==> config.mk <==
export PLATFORM = sky130hd
export DESIGN_NAME = multicycle_controller_flat
export DESIGN_NICKNAME = d
export VERILOG_FILES = /design/src/rtl/cpu_pkg.sv /design/src/rtl/multicycle_controller_if.sv /design/src/rtl/multicycle_controller_decoder.sv /design/src/rtl/multicycle_controller.sv /design/src/flat_wrapper.sv
export SDC_FILE = /design/constraint.sdc
export NUM_CORES = 1
export LEC_CHECK = 0
export BUFFER_PORTS_ARGS = -buffer_cell sky130_fd_sc_hd__clkbuf_2
export CORE_ASPECT_RATIO = 0.6
export CORE_MARGIN = 2
export CORE_UTILIZATION = 45
export CTS_BUF_LIST = sky130_fd_sc_hd__clkbuf_8 sky130_fd_sc_hd__clkbuf_16
export DETAILED_ROUTE_END_ITERATION = 7
export HOLD_SLACK_MARGIN = 0.06
export PLACE_DENSITY = 0.72
export SLEW_MARGIN = 10
export SYNTH_ARGS = -nofsm -noshare
export SYNTH_HDL_FRONTEND = slang
export SYNTH_SLANG_ARGS = --single-unit
export TNS_END_PERCENT = 20
==> constraint.sdc <==
create_clock -name clk -period 6.1 [get_ports clk]
set_clock_uncertainty 0.1 [all_clocks]
set_input_delay 1.22 -clock clk [delete_from_list [all_inputs] [get_ports clk]]
set_output_delay 1.22 -clock clk [all_outputs]
set_load 0.02 [all_outputs]
==> src/rtl/cpu_pkg.sv <==
// Shared types for the RV32I multi-cycle datapath: ALU op encoding,
// controller state encoding and the opcodes the controller decodes.
package cpu_pkg;

  typedef enum logic [2:0] {
    ALU_ADD = 3'd0,
    ALU_SUB = 3'd1,
    ALU_AND = 3'd2,
    ALU_OR  = 3'd3,
    ALU_XOR = 3'd4,
    ALU_SLL = 3'd5,
    ALU_SRL = 3'd6,
    ALU_SLT = 3'd7
  } alu_op_t;

  typedef enum logic [2:0] {
    CS_IDLE      = 3'd0,
    CS_FETCH     = 3'd1,
    CS_DECODE    = 3'd2,
    CS_EXECUTE   = 3'd3,
    CS_WRITEBACK = 3'd4,
    CS_HALT      = 3'd5
  } ctrl_state_t;

  localparam logic [6:0] OPC_OP     = 7'b0110011;
  localparam logic [6:0] OPC_OP_IMM = 7'b0010011;

endpackage

==> src/rtl/multicycle_controller_if.sv <==
// Control bundle between the multi-cycle controller and the datapath.
// master = controller side (drives strobes), slave = datapath side.
interface multicycle_controller_if;
  import cpu_pkg::*;

  logic          start;
  logic [31:0]   instruction;
  logic          ir_write;
  logic          pc_write;
  logic          reg_write;
  logic          use_imm;
  alu_op_t       alu_op;
  logic          busy;
  logic          halted;
  logic          illegal;
  logic [31:0]   retired_count;
  logic [2:0]    state_check;

  modport master (
    input  start, instruction,
    output ir_write, pc_write, reg_write, use_imm, alu_op,
           busy, halted, illegal, retired_count, state_check
  );

  modport slave (
    output start, instruction,
    input  ir_write, pc_write, reg_write, use_imm, alu_op,
           busy, halted, illegal, retired_count, state_check
  );

endinterface

==> src/rtl/multicycle_controller_decoder.sv <==
// Combinational RV32I decoder for the ALU subset: R-type and I-type
// arithmetic/logic ops; SLTU, SRA and their immediate forms are rejected.
module instruction_decoder
  import cpu_pkg::*;
(
  input  logic [31:0] instruction,
  output alu_op_t     alu_op,
  output logic        use_imm,
  output logic        legal
);

  logic [6:0] opcode;
  logic [2:0] funct3;
  logic [6:0] funct7;
  logic       unused_fields;

  assign opcode        = instruction[6:0];
  assign funct3        = instruction[14:12];
  assign funct7        = instruction[31:25];
  assign unused_fields = ^{instruction[24:15], instruction[11:7]};

  always_comb begin
    alu_op  = ALU_ADD;
    use_imm = 1'b0;
    legal   = 1'b0;
    case (opcode)
      OPC_OP: begin
        if (funct7 == 7'b0000000) begin
          legal = 1'b1;
          case (funct3)
            3'b000:  alu_op = ALU_ADD;
            3'b001:  alu_op = ALU_SLL;
            3'b010:  alu_op = ALU_SLT;
            3'b100:  alu_op = ALU_XOR;
            3'b101:  alu_op = ALU_SRL;
            3'b110:  alu_op = ALU_OR;
            3'b111:  alu_op = ALU_AND;
            default: legal  = 1'b0;
          endcase
        end else if (funct7 == 7'b0100000 && funct3 == 3'b000) begin
          legal  = 1'b1;
          alu_op = ALU_SUB;
        end
      end
      OPC_OP_IMM: begin
        use_imm = 1'b1;
        legal   = 1'b1;
        // Shift immediates carry shamt in imm[4:0]; imm[11:5] must be zero.
        case (funct3)
          3'b000:  alu_op = ALU_ADD;
          3'b010:  alu_op = ALU_SLT;
          3'b100:  alu_op = ALU_XOR;
          3'b110:  alu_op = ALU_OR;
          3'b111:  alu_op = ALU_AND;
          3'b001: begin
            alu_op = ALU_SLL;
            legal  = (funct7 == 7'b0000000);
          end
          3'b101: begin
            alu_op = ALU_SRL;
            legal  = (funct7 == 7'b0000000);
          end
          default: legal = 1'b0;
        endcase
      end
      default: legal = 1'b0;
    endcase
  end

endmodule

==> src/rtl/multicycle_controller.sv <==
// Multi-cycle control unit sequencing the RV32I datapath one instruction
// at a time; gates PC, IR and register-file writes.
//
// state     | meaning
// IDLE      | waiting for start
// FETCH     | instruction valid, IR captured at end of cycle
// DECODE    | decode IR, register alu_op/use_imm or trap illegal
// EXECUTE   | ALU runs with registered controls
// WRITEBACK | reg_write + pc_write, retire
// HALT      | stopped until reset
module multicycle_controller
  import cpu_pkg::*;
#(
  parameter int unsigned MAX_INSTRUCTIONS = 0
) (
  input  logic                    clk,
  input  logic                    reset,
  multicycle_controller_if.master bus
);

  localparam logic [2:0] ST_IDLE      = CS_IDLE;
  localparam logic [2:0] ST_FETCH     = CS_FETCH;
  localparam logic [2:0] ST_DECODE    = CS_DECODE;
  localparam logic [2:0] ST_EXECUTE   = CS_EXECUTE;
  localparam logic [2:0] ST_WRITEBACK = CS_WRITEBACK;
  localparam logic [2:0] ST_HALT      = CS_HALT;

  logic [2:0]  state;
  logic [31:0] ir;
  alu_op_t     alu_op_q;
  logic        use_imm_q;
  logic        illegal_q;
  logic [31:0] retired_count_q;

  alu_op_t     dec_alu_op;
  logic        dec_use_imm;
  logic        dec_legal;
  logic        budget_hit;

  instruction_decoder u_decoder (
    .instruction (ir),
    .alu_op      (dec_alu_op),
    .use_imm     (dec_use_imm),
    .legal       (dec_legal)
  );

  assign budget_hit = (MAX_INSTRUCTIONS != 0) &&
                      ((retired_count_q + 32'd1) == 32'(MAX_INSTRUCTIONS));

  always_ff @(posedge clk) begin
    if (reset) begin
      state           <= ST_IDLE;
      ir              <= '0;
      alu_op_q        <= ALU_ADD;
      use_imm_q       <= 1'b0;
      illegal_q       <= 1'b0;
      retired_count_q <= '0;
    end else begin
      case (state)
        ST_IDLE: if (bus.start) state <= ST_FETCH;
        ST_FETCH: begin
          ir    <= bus.instruction;
          state <= ST_DECODE;
        end
        ST_DECODE: begin
          if (dec_legal) begin
            alu_op_q  <= dec_alu_op;
            use_imm_q <= dec_use_imm;
            state     <= ST_EXECUTE;
          end else begin
            illegal_q <= 1'b1;
            state     <= ST_HALT;
          end
        end
        ST_EXECUTE: state <= ST_WRITEBACK;
        ST_WRITEBACK: begin
          retired_count_q <= retired_count_q + 32'd1;
          state           <= budget_hit ? ST_HALT : ST_FETCH;
        end
        ST_HALT: state <= ST_HALT;
        default: state <= ST_IDLE;
      endcase
    end
  end

  // Strobes are masked by reset so a write in progress never completes.
  assign bus.ir_write      = (state == ST_FETCH) && !reset;
  assign bus.pc_write      = (state == ST_WRITEBACK) && !reset;
  assign bus.reg_write     = (state == ST_WRITEBACK) && !reset;
  assign bus.use_imm       = use_imm_q;
  assign bus.alu_op        = alu_op_q;
  assign bus.busy          = (state == ST_FETCH) || (state == ST_DECODE) ||
                             (state == ST_EXECUTE) || (state == ST_WRITEBACK);
  assign bus.halted        = (state == ST_HALT);
  assign bus.illegal       = illegal_q;
  assign bus.retired_count = retired_count_q;
  assign bus.state_check   = state;

endmodule

==> src/flat_wrapper.sv <==
// flat-port wrapper written by rule: the top's interface ports become plain ports
module multicycle_controller_flat import cpu_pkg::*;
#(
  parameter int unsigned MAX_INSTRUCTIONS = 0
)
  (clk, reset, bus_start, bus_instruction, bus_ir_write, bus_pc_write, bus_reg_write, bus_use_imm, bus_alu_op, bus_busy, bus_halted, bus_illegal, bus_retired_count, bus_state_check);
  multicycle_controller_if bus_i ();
  input  logic clk;
  input  logic reset;
  input wire logic [$bits(bus_i.start)-1:0] bus_start;
  input wire logic [$bits(bus_i.instruction)-1:0] bus_instruction;
  output wire logic [$bits(bus_i.ir_write)-1:0] bus_ir_write;
  output wire logic [$bits(bus_i.pc_write)-1:0] bus_pc_write;
  output wire logic [$bits(bus_i.reg_write)-1:0] bus_reg_write;
  output wire logic [$bits(bus_i.use_imm)-1:0] bus_use_imm;
  output wire logic [$bits(bus_i.alu_op)-1:0] bus_alu_op;
  output wire logic [$bits(bus_i.busy)-1:0] bus_busy;
  output wire logic [$bits(bus_i.halted)-1:0] bus_halted;
  output wire logic [$bits(bus_i.illegal)-1:0] bus_illegal;
  output wire logic [$bits(bus_i.retired_count)-1:0] bus_retired_count;
  output wire logic [$bits(bus_i.state_check)-1:0] bus_state_check;
  assign bus_i.start = bus_start;
  assign bus_i.instruction = bus_instruction;
  assign bus_ir_write = bus_i.ir_write;
  assign bus_pc_write = bus_i.pc_write;
  assign bus_reg_write = bus_i.reg_write;
  assign bus_use_imm = bus_i.use_imm;
  assign bus_alu_op = bus_i.alu_op;
  assign bus_busy = bus_i.busy;
  assign bus_halted = bus_i.halted;
  assign bus_illegal = bus_i.illegal;
  assign bus_retired_count = bus_i.retired_count;
  assign bus_state_check = bus_i.state_check;
  multicycle_controller #(.MAX_INSTRUCTIONS(MAX_INSTRUCTIONS)) u_core (.clk(clk), .reset(reset), .bus(bus_i));
endmodule
* Word-level counts from Yosys, hierarchy flattened
Index checks and enable logic that the tools add are counted.
Operators by class: add/sub/neg operators 1, equal/unequal tests 15, $mul 0, shift-type cells 0, reductions and logical operators 15, order comparisons 0, muxes and demuxes 13, bitwise gates (word level) 1, divide/modulo/power cells 0
Operators with widths (number):
- case mux 3 bit (6 select lines) | 2
- adder 32 x 1 -> 32 bit (second input constant) | 1
- == test 3 bit (second input constant) | 6
- == test 7 x 6 -> 1 bit (second input constant) | 2
- == test 3 x 2 -> 1 bit (second input constant) | 3
- 2-to-1 mux 3 bit | 3
- == test 7 x 5 -> 1 bit (second input constant) | 1
- zero test 7 bit | 1
- OR reduction 7 bit | 1
- == test 3 x 1 -> 1 bit (second input constant) | 2
- zero test 3 bit | 2
- case mux 3 bit (2 select lines) | 1
- 2-to-1 mux 1 bit | 5
- OR reduction 5 bit | 1
- case mux 1 bit (2 select lines) | 2
- AND reduction 2 bit | 2
- logical AND 1 bit | 3
- logical OR 1 bit | 3
- != test 2 bit (second input constant) | 1
- OR reduction 2 bit | 1
- zero test 1 bit | 1
- inverter 1 bit | 1
Word-level totals: register bits after elaboration 72, logic and storage cells 51, bits in read-only memories 0, input port bits 35, output and inout port bits 45, RAM bits 0, bits in latches 0, memories kept 0

* Logic depth before layout (Yosys ltp)
depth in word-level cells 7, gate-level depth with buffers 8, depth with buffers taken out 5

* By module
From an unflattened synthesis, not the netlist that was laid out.
Second synthesis, totals: cell total of the unflattened synthesis 386, area total of the unflattened synthesis 3106.7 sq um
By module, submodules not included:
- multicycle_controller | times used 1, seq. area each 1441.4 sq um, cells an instance 362, area each 2937.8 sq um
- instruction_decoder | times used 1, seq. area each 0.0 sq um, cells an instance 24, area each 168.9 sq um

* Worst setup path after synthesis
No wires, ideal clock.
kind input to output, start input reset, end output bus_ir_write, cell stages on the path 4, buffers on the path 3, setup slack 2.654 ns, arrival time 2.126 ns, path through clkbuf_1 -> clkbuf_1 -> clkbuf_1 -> nor2_1
Between the ends: word-level cells in the longest chain between the ends 2
RTL lines:
- start, declared | line flat_wrapper.sv:9 | input logic reset;
- zero test 1 bit | line multicycle_controller.sv:87 | assign bus.ir_write = (state == ST_FETCH) && !reset;
- logical AND 1 bit | line multicycle_controller.sv:87
- end, declared | line flat_wrapper.sv:12 | output wire logic [$bits(bus_i.ir_write)-1:0] bus_ir_write;
Every way passes these cells.

* Worst setup path in the final report
start input reset, end output bus_pc_write
Between the ends: word-level cells in the longest chain between the ends 2
RTL lines:
- zero test 1 bit | line multicycle_controller.sv:88 | assign bus.pc_write = (state == ST_WRITEBACK) && !reset;
- logical AND 1 bit | line multicycle_controller.sv:88
- end, declared | line flat_wrapper.sv:13 | output wire logic [$bits(bus_i.pc_write)-1:0] bus_pc_write;
Every way passes these cells.

==> summary.md <==
| Metric | Value |
|---|---|
| Antenna cells | `0` |
| DRT iter0 DRCs | `91` |
| CP Capture Type | `output port` |
| Peak Freq | `about 0.29 GHz` |
| Layout cells sized above 1 | `between 20% and 30%` |
| Cts hold-fix bufs | `0` |
| Maxcap violations | `0` |
| DR WL/cell | `12.7 um` |
| Clk root buf | `clkbuf_8` |
| Drt drc | `0` |
| Die Span Y | `approximately 63 um` |
| Port Buf Inserts | `64` |
| Worst setup SP type | `input pin` |
| Detailed Routing Iterations Pass 1 | `4` |
| Top FF cell, synth | `dfxtp_1` |
| Status | `finished clean` |
| PD cells | `242 nW/um2` |
| Ys Warns | `0` |
| CP arrival | `approximately 2200 ps` |
| Fin nets | `405` |
| Antenna violations before repair | `0` |
| Pleak | `~1.2 nW` |
| Hold Vio Cnt, Final | `0` |
| Post-route ant nets | `0` |
| Commonest non-fill, non-tap cell in the layout | `clkbuf_2` |
| Worst Path Max Fanout | `35` |
| Vias per std cell | `between 5 and 6` |
| Internal cell power | `0.568 mW` |
| Largest net degree at the start of global routing | `36` |
| Req. time, crit path | `4780 ps` |
| Async S/R FF share, synth | `0%` |
| Met2 Usage GRT | `29.4%` |
| I/O pins | `80` |
| Final Total Pwr | `0.751 mW` |
| Tmin final | `3470 ps` |
| TritonCTS clock tree | `built` |
| CP Class | `input pin to output port` |
| Critical Path Max Stage Delay | `410 ps` |
| Critical Path, Cell by Cell | `clkbuf_2 -> nor2b_1 -> clkbuf_2` |
| Net Switching | `0.183 mW` |
| GRT overflow | `0` |
| Worst-margin pin slew | `1050 ps` |
| RePlAce Congestion | `0.843` |
| Vias in the first global route | `2205` |
| CP max-delay cell | `clkbuf_2` |
| Sw frac | `24.3%` |
| Most frequent cells in the layout | `clkbuf_2, dfxtp_1, nand2_1` |
| Tot GR Track Use | `19.9%` |
| Hold Startpoint | `u_core.ir[0]` |
| Final WL | `around 5800 um` |
| Clock sinks | `57` |
| Yosys cell types | `45` |
| GRT busiest layer | `met2` |
| Setup violators final | `0` |
| Sequential Power Share | `52.5%` |
| Grt met1 use | `26.6%` |
| Die area | `approximately 6400 um2` |
| Maximum vdd ir drop | `125 uV` |
| Post-CTS sizing | `0` |
| Clock buffer depth | `2` |
| Post-DP HPWL | `4110 um` |
| First-pass GRT wire length | `around 10000 um` |
| Filler instances | `about 540` |
| Clock group share of total power | `39.2%` |
| CP most frequent cell | `clkbuf_2` |
| Via Count | `2301` |
| Reg-to-Reg Start | `u_core.bus.state_check[2]` |
| Initial Util | `46.6%` |
| Grt met3 use | `between 8 and 9%` |
| FP Rows | `21` |
| CTS Buf Count | `9` |
| Final Max Tran Viols | `0` |
| Start point of the critical path | `reset` |
| TNS Setup | `0 ps` |
| Slew HR | `approximately 30%` |
| Area Overhead vs Synth | `19.8%` |
| Mapped cell area | `2590 um2` |
| Post-CTS Setup Bufs | `0` |
| #FFs+latches synth | `57` |
| Number of enable flip-flop cells after synthesis | `0` |
| Mapped Nets | `between 300 and 400` |
| Comb pwr share | `under 10%` |
| Crit share post-route | `56.9%` |
| Worst-path clk slew | `50 ps` |
| HP Class | `flop to flop` |
| RSZ-0062 raised after global routing | `no` |
| Post-synthesis sequential area ratio | `44.0%` |
| Die X | `102 um` |
| H-tree lvl count | `3` |
| CORE AREA | `5570 um2` |
| Worst-Skew Late Latency | `330 ps` |
| Mapped Avg Cell Area | `8.34 um2` |
| Synthesized instance count | `311` |
[synth_stat cells (2+ instances only)]
cell type  instances  share of area, %
a21oi_1           30               5.8
and3_1             5               1.2
buf_2              5              0.96
clkbuf_1          11               1.6
dfxtp_1           57                44
inv_1              4              0.58
mux2_2             2              0.87
mux2i_1            3               1.2
nand2_1           49               7.1
nand2b_1           5               1.2
nand3_1           13               2.5
nand4_1           11               2.7
nand4b_1           4               1.3
nor2_1            35               5.1
nor2b_1            3              0.72
nor3_1             4              0.77
nor4_1             2              0.48
o21ai_0           10               1.9
o31ai_1            2              0.58
or3_1              9               2.2
or4_1              2              0.58
xnor2_1            7               2.4
xor2_1            16               5.4
[layout make-up]
| type | instances | area [um2] | area share [%] |
|---|---|---|---|
| Clock buffer | 11 | 151 | 4.87 |
| Clock inverter | 3 | 11.3 | 0.362 |
| Inverter | 4 | 15.0 | 0.483 |
| Multi-Input combinational cell | 232 | 1360 | 43.8 |
| Sequential cell | 57 | 1140 | 36.7 |
| Tap cell | 80 | 100 | 3.22 |
| Timing Repair Buffer | 65 | 328 | 10.5 |
[kinds of logic after synthesis]
kind of cell | share of synthesized area, %
and+or+nand+nor | 30.7
buffers and inverters | 3.57
muxes | 2.03
xor gates and xnor gates | 7.76
DFF | 44.0
AOI/OAI and AO/OA | 11.5
adders and majority gates | 0.482
[flip-flops by register name, indices dropped and copies added, names as in the netlist]
name and cells:
u_core.bus.illegal 1, u_core.ir 17, u_core.bus.state_check 3, u_core.bus.use_imm 1, u_core.bus.retired_count 32, u_core.bus.alu_op 3
[metrics by stage]
step	area [um2]	setup WS (ps)	utilization [%]	hold WS [ps]	instances
after floorplan	2590	2650	-	331	311
after global placement	2950	2650	52.9	338	438
after detailed placement	2950	2600	52.9	351	438
after CTS	3110	2600	55.8	358	452
after global routing	3110	2530	55.8	383	452
final	3110	2630	55.8	355	452
[critical path: cells and delay by family]
family | cells | cell delay, ps
buf+inv | 2 | 610
simple gates | 1 | 300
[routing by layer]
layer | part of all wire, % | wire length (um) | up-vias
met4 | 0.61 | 35 | 0
met3 | 6.5 | 376 | 6
met1 | 52 | 2990 | 1062
li1 | - | - | 1188
met5 | 0 | 0 | -
met2 | 41 | 2340 | 45
[power by group through the flow]
stage	sequential (mW)	combinational [mW]	clock (mW)
6_report	0.394	0.0622	0.294
5_1_grt	0.396	0.0697	0.323
4_1_cts	0.394	0.0629	0.303
3_5_place_dp	0.402	0.0627	0
3_3_place_gp	0.402	0.0615	0
2_1_floorplan	0.399	0.0475	0
[path summary, 6_finish.rpt]
| check | end | slack [ps] | cells past startpoint |
|---|---|---|---|
| min reg2reg | u_core.ir[0] | 360 | 2 |
| max reg2reg | u_core.bus.retired_count[26] | 3450 | 5 |
| max | bus_pc_write | 2630 | 3 |
| min | u_core.ir[0] | 360 | 2 |
No activity file was read; power rests on OpenSTA's default activity.
